===== config.mk =====
export PLATFORM = sky130hd
export DESIGN_NAME = gpio_apb_master
export DESIGN_NICKNAME = d
export VERILOG_FILES = /design/src/rtl/gpio_apb_pkg.sv /design/src/rtl/gpio_apb_master.sv
export SDC_FILE = /design/constraint.sdc
export NUM_CORES = 1
export LEC_CHECK = 0
export ABC_CLOCK_PERIOD_IN_PS = 1550
export CORE_UTILIZATION = 39
export CTS_CLUSTER_DIAMETER = 50
export CTS_CLUSTER_SIZE = 16
export DETAILED_ROUTE_END_ITERATION = 10
export HOLD_SLACK_MARGIN = 0.02
export PLACE_DENSITY = 0.75
export SYNTH_ARGS = -nofsm -noshare
export SYNTH_HDL_FRONTEND = slang
export SYNTH_SLANG_ARGS = --single-unit

===== constraint.sdc =====
create_clock -name PCLK -period 1.55 [get_ports PCLK]
set_clock_uncertainty 0.05 [all_clocks]
set_input_delay 0.31 -clock PCLK [delete_from_list [all_inputs] [get_ports PCLK]]
set_output_delay 0.31 -clock PCLK [all_outputs]
set_load 0.02 [all_outputs]

===== src/rtl/gpio_apb_pkg.sv =====
// Shared definitions for the GPIO APB requester: FSM encoding, GPIO register map and default widths.
package gpio_apb_pkg;

  localparam int ADDR_W_DEF  = 3;
  localparam int DATA_W_DEF  = 8;
  localparam int TIMEOUT_DEF = 16;

  localparam logic [ADDR_W_DEF-1:0] GPIO_DIR    = 3'd0;
  localparam logic [ADDR_W_DEF-1:0] GPIO_SET    = 3'd1;
  localparam logic [ADDR_W_DEF-1:0] GPIO_CLR    = 3'd2;
  localparam logic [ADDR_W_DEF-1:0] GPIO_STATUS = 3'd4;

  typedef enum logic [1:0] {
    IDLE   = 2'd0,
    SETUP  = 2'd1,
    ACCESS = 2'd2
  } apb_state_e;

endpackage


===== src/rtl/gpio_apb_master.sv =====
// APB requester for the GPIO slave: turns valid/ready commands into SETUP/ACCESS transfers
// and returns a one-cycle response, aborting after TIMEOUT wait states.
//
// state  | meaning
// IDLE   | bus quiet, ready for a command
// SETUP  | PSEL high, PENABLE low, address/data driven
// ACCESS | PSEL and PENABLE high, waiting for PREADY or timeout
module gpio_apb_master
  import gpio_apb_pkg::*;
#(
  parameter int ADDR_W  = ADDR_W_DEF,
  parameter int DATA_W  = DATA_W_DEF,
  parameter int TIMEOUT = TIMEOUT_DEF
) (
  input  logic              PCLK,
  input  logic              PRESETn,
  input  logic              req_valid,
  output logic              req_ready,
  input  logic              req_write,
  input  logic [ADDR_W-1:0] req_addr,
  input  logic [DATA_W-1:0] req_wdata,
  output logic              rsp_valid,
  output logic [DATA_W-1:0] rsp_rdata,
  output logic              rsp_err,
  output logic              PSEL,
  output logic              PENABLE,
  output logic              PWRITE,
  output logic [ADDR_W-1:0] PADDR,
  output logic [DATA_W-1:0] PWDATA,
  input  logic [DATA_W-1:0] PRDATA,
  input  logic              PREADY,
  input  logic              PSLVERR
);

  localparam int CNT_W = $clog2(TIMEOUT + 1);
  localparam logic [CNT_W-1:0] TO_CNT = CNT_W'(TIMEOUT);

  apb_state_e       state, state_nxt;
  logic [CNT_W-1:0] wait_cnt;
  logic             accept;
  logic             complete;
  logic             abort;

  // req_ready follows PREADY combinationally so a completing ACCESS can accept the next command
  assign req_ready = (state == IDLE) || ((state == ACCESS) && PREADY);
  assign accept    = req_valid && req_ready;

  always_comb begin
    state_nxt = state;
    PSEL      = 1'b0;
    PENABLE   = 1'b0;
    complete  = 1'b0;
    abort     = 1'b0;
    case (state)
      IDLE: begin
        if (accept) state_nxt = SETUP;
      end
      SETUP: begin
        PSEL      = 1'b1;
        state_nxt = ACCESS;
      end
      ACCESS: begin
        PSEL    = 1'b1;
        PENABLE = 1'b1;
        if (PREADY) begin
          complete  = 1'b1;
          state_nxt = accept ? SETUP : IDLE;
        end else if (wait_cnt == TO_CNT) begin
          abort     = 1'b1;
          state_nxt = IDLE;
        end
      end
      default: state_nxt = IDLE;
    endcase
  end

  always_ff @(posedge PCLK or negedge PRESETn) begin
    if (!PRESETn) begin
      state <= IDLE;
    end else begin
      state <= state_nxt;
    end
  end

  always_ff @(posedge PCLK or negedge PRESETn) begin
    if (!PRESETn) begin
      PADDR  <= '0;
      PWRITE <= 1'b0;
      PWDATA <= '0;
    end else if (accept) begin
      PADDR  <= req_addr;
      PWRITE <= req_write;
      PWDATA <= req_wdata;
    end
  end

  // Saturating wait-state counter; the abort fires on the ACCESS cycle that finds it at TIMEOUT
  always_ff @(posedge PCLK or negedge PRESETn) begin
    if (!PRESETn) begin
      wait_cnt <= '0;
    end else if (accept) begin
      wait_cnt <= '0;
    end else if ((state == ACCESS) && !PREADY && (wait_cnt != TO_CNT)) begin
      wait_cnt <= wait_cnt + 1'b1;
    end
  end

  always_ff @(posedge PCLK or negedge PRESETn) begin
    if (!PRESETn) begin
      rsp_valid <= 1'b0;
      rsp_rdata <= '0;
      rsp_err   <= 1'b0;
    end else begin
      rsp_valid <= complete || abort;
      rsp_rdata <= (complete && !PWRITE) ? PRDATA : '0;
      rsp_err   <= complete ? PSLVERR : abort;
    end
  end

endmodule

==> results of run 1 <==
worst max-delay path by stage:
stage                        start   endpoint  cells after the start
after floorplan           state[0]   PADDR[0]                      6
after global placement      PREADY  req_ready                      3
after detailed placement    PREADY  req_ready                      3
after CTS                 state[1]  req_ready                      4
after global routing      state[1]  req_ready                      4
final                     state[1]  req_ready                      4
cell usage after synthesis:
cell	number	area share (%)
and2_1	9	4.4
o211ai_1	1	0.58
nor2_1	1	0.29
nor4_2	1	0.97
a21oi_1	5	1.9
a31oi_1	1	0.48
mux2_1	2	1.7
or3_1	1	0.48
buf_6	2	1.7
nand2b_1	1	0.48
dfrtp_1	29	56
o2bb2ai_1	1	0.68
a311oi_1	1	0.68
mux2_4	11	13
and4bb_1	1	0.97
o21ai_0	4	1.6
inv_1	5	1.5
nand4bb_1	1	0.87
nand2_1	3	0.87
a21o_2	1	0.68
ha_1	6	5.8
o21a_1	1	0.58
nand3_1	3	1.2
nor2b_1	1	0.48
and3_1	2	0.97
o22ai_1	1	0.48
and2_4	1	0.68
cells by family (layout without fill, tap and decap cells):
kind of cell	count (synthesis)	in the layout	synth area share, %
simple gates	25	25	12.6
flops	29	29	56.2
fa+ha+maj	6	6	5.81
buf+inv	7	84	3.20
mux	13	13	14.5
compound gates	16	16	7.66
layout make-up:
| class | count | area, sq um |
|---|---|---|
| clock buffers | 6 | 41.3 |
| clock inverters | 2 | 10.0 |
| fillers | 231 | 926 |
| inverters | 5 | 18.8 |
| multi-input cells | 60 | 647 |
| flip-flops and latches | 29 | 726 |
| well taps | 44 | 55.1 |
| repair buffers | 71 | 679 |
state kept, by name, indices dropped and copies added (netlist names):
| signal | flops |
|---|---|
| rsp_rdata | 8 |
| PWDATA | 8 |
| rsp_valid | 1 |
| PADDR | 3 |
| rsp_err | 1 |
| wait_cnt | 5 |
| state | 2 |
| PWRITE | 1 |
layout by cell type (no fill, tap or decap), types with 2 or more instances in the layout:
cell,count
and2_1,9
nand2_1,2
clkbuf_4,5
buf_6,7
mux2_4,13
ha_4,2
buf_4,16
dlygate4sd2_1,22
ha_1,3
dfrtp_1,29
a21oi_1,2
clkinv_2,2
inv_1,4
o21ai_0,3
nand3_1,3
clkdlybuf4s50_1,24
a21oi_2,3
per-layer routing:
metal / track usage [%] / part of all wire [%]
met5: 0 / 0
met4: 8.97 / 1.8
met3: 4.80 / 5.8
met2: 33.1 / 50
met1: 23.8 / 43
repair_timing:
item / CTS / global route
buffers inserted: 2 / 6
resized for setup: 51 / 14
gates cloned: 1 / 0
setup endpoints to repair: 43 / 21
endpoints found under the hold margin: 0 / 0
pin swaps: 1 / 2
hold buffers: 0 / 0
power by group:
part / switching, uW / internal [uW] / total [uW]
Combinational: 875 / 1090 / 1960
Clock: 265 / 172 / 438
Sequential: 116 / 976 / 1090
critical path, cell delays in order (launching register included):
cell	delay (ns)
dfrtp_1	0.40
buf_6	0.13
ha_4	0.15
a21o_4	0.21
buf_6	0.13
per-stage QoR:
step           instance area [sq um]  total power [uW]  utilization, %  hold WS [ns]
6_report                        2180              3490            70.2         0.315
5_1_grt                         2180              3690            70.2         0.360
4_1_cts                         2100              3330            67.5         0.325
3_5_place_dp                    1950              2810            62.9         0.432
3_3_place_gp                    1950              2770            62.9         0.430
2_1_floorplan                   1320              2050               -       -0.0356
==> out/metrics.cfg, run 1 <==
[status]
outcome=finished with violations
violations=setup timing

[grt]
grt-ovfl-total=0
antenna_found_initial=0
grt.total_usage_pct=19.7
grt_pass1_vias=996
grt_pass1_wl_um=4920
grt_max_degree=30

[detailed_routing]
drcViolationCount=0
via_per_inst=4.76
drt-initial-drc-count=14
post_drt_wl_per_cell_um=14.7
ant_nets=0
drt_first_pass_iters=4
finalWirelength_um=3200
via_count=1034

[floorplanning]
core.rowCount=20
die-area_sq_mm=0.00355
die_w_um=59.5
die_h_um=59.5
core_area_sq_mm=0.00310
initial_utilization_pct=41.6
top_level_ports=50

[setup_path]
worst_r2r_path_depth=7
cp-end-kind=primary output
startpoint_type=flop
cp.arrival_ns=1.34
crit_path_max_fanout=3
cp.required_ns=1.19
reg2reg_slack_ns=-0.14
reg2reg_to=PADDR[2]
critPathKind=flop to primary output
r2r-start=state[1]

[sta]
tns_ns=-1.75
setup_viol=15
drv_slew=0
fin_crit_ns=1.70
tightest_slew_ns=0.367
fin_ws_ns=-0.148
maxSlewHeadroom_pct=75.5
rsz0062_at_grt=true
fmax_mhz=589
hold_viol_final=0
period_share_pct=110

[clock_tree]
path_clk_slew_ns=0.09
cts-root-buf=clkbuf_4
clk_latency_ns=0.33
cts_sinks=29
clk_path_buf_depth=2
htreeDepth=2
cts_buffers=5
cts_tree=built

[logic_synthesis]
synth_nets=127
synth_warnings=0
syn_inst=96
synthesis.area_sq_mm=0.00129
post_synth_num_cell_types=27
syn_avg_cell_area_sq_um=13.5
seq_area_frac_synth_pct=56.2
ys_ff_latch=29

[placed_design]
dp.cells=201
io_buffers=49
dpl_worst_slack_ns=-0.358
gp_congestion=0.779
dp_hpwl_um=2190

[final_layout]
syn_to_final_growth_pct=68.6
drive_above_1_share_pct=36.4
fin_cells=217
antennaDiodeCount=0
fin_nets=203

[pwr]
powerDensity_mw_per_mm2=1600
p_leak_uw=0.00106
peakVddDrop_v=0.000887

[job]
max_cap_viol_count=0

[min_path]
hold_class=input pin to asynchronous set/reset pin

No activity file was read; power rests on OpenSTA's default activity.
==> run 2, diff against run 1 <==
--- a/config.mk
+++ b/config.mk
@@ -11,7 +11,7 @@
 export CTS_CLUSTER_SIZE = 16
 export DETAILED_ROUTE_END_ITERATION = 10
 export HOLD_SLACK_MARGIN = 0.02
-export PLACE_DENSITY = 0.75
+export PLACE_DENSITY_LB_ADDON = 0.2
 export SYNTH_ARGS = -nofsm -noshare
 export SYNTH_HDL_FRONTEND = slang
 export SYNTH_SLANG_ARGS = --single-unit
==> run 2 against run 1 <==
The flow still finishes with violations (setup timing); core utilization grew 1.6 points; die area is the same; via count shrank 1.7%; register-to-register slack is essentially flat; sequential cell count is the same; routed wire length shrank 5.9%; non-clock buffer count grew 1; setup slack gained 0.0038 ns; critical path depth grew 3; maximum frequency grew 0.22%; cell area grew 2.3%; critical endpoint is now PWDATA[5]; largest cell class unchanged.
==> out/metrics.cfg, run 2 (synthesis gave the netlist of run 1 again) <==
[status]
outcome=finished with violations
violations=setup timing

[min_path]
hold_class=input pin to asynchronous set/reset pin

[final_layout]
reg.largest.list=PWDATA (8), rsp_rdata (8), wait_cnt (5)
layout_common_cells=29 x dfrtp_1, 24 x clkdlybuf4s50_1, 22 x dlygate4sd2_1
fin_nets=204
regArea_sq_um=726
final_common_cell=dfrtp_1
drive_above_1_share_pct=39.1
fill_cells=253
multi_input_comb_area_sq_um=656
antennaDiodeCount=0
syn_to_final_growth_pct=72.5
fin_cells=218

[setup_path]
r2r-start=state[1]
path_cells=inv_2 -> ha_4 -> a21o_4 -> buf_6 -> nand2_8 -> buf_12 -> mux2_4
cp-end-kind=flop
critical_path.startpoint=state[1]
critPathKind=flop to flop
startpoint_type=flop
worst_r2r_path_depth=7
slowest_delay_ns=0.44
crit_path_max_fanout=6
cp.required_ns=1.71
critical-path-slowest-cell=dfrtp_1
cp.arrival_ns=1.85

[clock_tree]
cts_sinks=29
cts_tree=built
clk_latency_ns=0.32
cts-root-buf=clkbuf_4
cts_buffers=5
htreeDepth=2
clk_path_buf_depth=2
path_clk_slew_ns=0.09

[placed_design]
io_buffers=49
dp.cells=202
dp_hpwl_um=2030
gp_congestion=0.749

[floorplanning]
top_level_ports=50
initial_utilization_pct=41.6
core.rowCount=20
die_w_um=59.5
die_h_um=59.5
core_area_sq_mm=0.00310
die-area_sq_mm=0.00355

[sta]
period_share_pct=109
maxSlewHeadroom_pct=75.5
fin_ws_ns=-0.144
hold_viol_final=0
setup_viol=15
fmax_mhz=590
drv_slew=0
tightest_slew_ns=0.368
rsz0062_at_grt=true
fin_crit_ns=1.69

[grt]
grt.total_usage_pct=17.7
grt_pass1_vias=986
grt_pass1_wl_um=4390
grt-ovfl-total=0
grt_max_degree=30
antenna_found_initial=0

[detailed_routing]
via_count=1016
finalWirelength_um=3010
drt_first_pass_iters=4
drcViolationCount=0
drt-initial-drc-count=13
ant_nets=0
post_drt_wl_per_cell_um=13.8
via_per_inst=4.66

[pwr]
power_uw=3690
p_leak_uw=0.00108
peakVddDrop_v=0.00144
powerDensity_mw_per_mm2=1660

[job]
max_cap_viol_count=0

==> run 2: cell types whose count changed in the layout (fill, tap and decap cells not counted), moves of 2 or more <==
cell / before / now
nand3_1: 3 / 1
inv_1: 4 / 2
inv_2: 1 / 3
clkinv_2: 2 / 0
nand3_2: 0 / 2
==> run 2: layout make-up <==
| cell class | instances | share of cell area [%] |
|---|---|---|
| clock inverter | 1 | 1.35 |
| sequential | 29 | 32.6 |
| timing repair buffer | 72 | 30.8 |
| clock buffer | 7 | 2.47 |
| inverter | 5 | 0.843 |
| multi-input combinational | 60 | 29.4 |
| tap | 44 | 2.47 |
==> run 2: repair_timing <==
action                                  CTS  global route
gates resized for setup                  51            19
endpoints found under the setup margin   42            29
gates cloned                              1             0
hold endpoints to repair                  0             0
pin swaps                                 2             7
hold buffers                              0             0
setup buffers                             4             3
==> run 2: report_power, final <==
group	total, uW	internal [uW]	switching [uW]
logic	1950	1080	869
registers	1100	975	121
clock network	644	385	259
==> run 2: worst paths after layout <==
| kind | slack (ns) | end |
|---|---|---|
| setup / recovery | -0.14 | PWDATA[5] |
| setup reg to reg | -0.14 | PWDATA[5] |
| hold / removal | 0.31 | state[1] |
| min in group PCLK | 0.46 | PWDATA[6] |
| hold reg to reg | 0.46 | PWDATA[6] |
| max in group asynchronous | 0.87 | PADDR[1] |
==> run 2: per-stage QoR <==
stage / setup TNS (ns) / hold slack [ns] / cell area [sq um] / util (%) / setup slack (ns)
6_report: -1.58 / 0.305 / 2230 / 71.8 / -0.144
5_1_grt: -2.30 / 0.328 / 2230 / 71.8 / -0.182
4_1_cts: -1.70 / 0.298 / 2140 / 68.8 / -0.157
3_5_place_dp: -6.35 / 0.434 / 1960 / 63.2 / -0.363
3_3_place_gp: -5.74 / 0.426 / 1960 / 63.2 / -0.367
2_1_floorplan: -0.380 / -0.0356 / 1320 / - / -0.0346
==> run 2: per-layer routing <==
| metal | wire length, um | vias to the layer above | global-route usage (%) | share of wire, % |
|---|---|---|---|---|
| met2 | 1480 | 34 | 28.9 | 49 |
| met4 | 48 | 0 | 6.98 | 1.6 |
| li1 | - | 492 | - | - |
| met3 | 201 | 6 | 7.64 | 6.7 |
| met1 | 1280 | 484 | 20.5 | 42 |
| met5 | 0 | - | 0 | 0 |
==> run 2: critical path, delay by kind of cell, from the launching register on <==
family,cells,cell delay (ns)
AO/OA/AOI/OAI,1,0.18
adder cells (fa/ha/maj),1,0.16
buffers and inverters,3,0.35
flip-flops,1,0.44
multiplexers,1,0.30
AND/OR/NAND/NOR,1,0.09
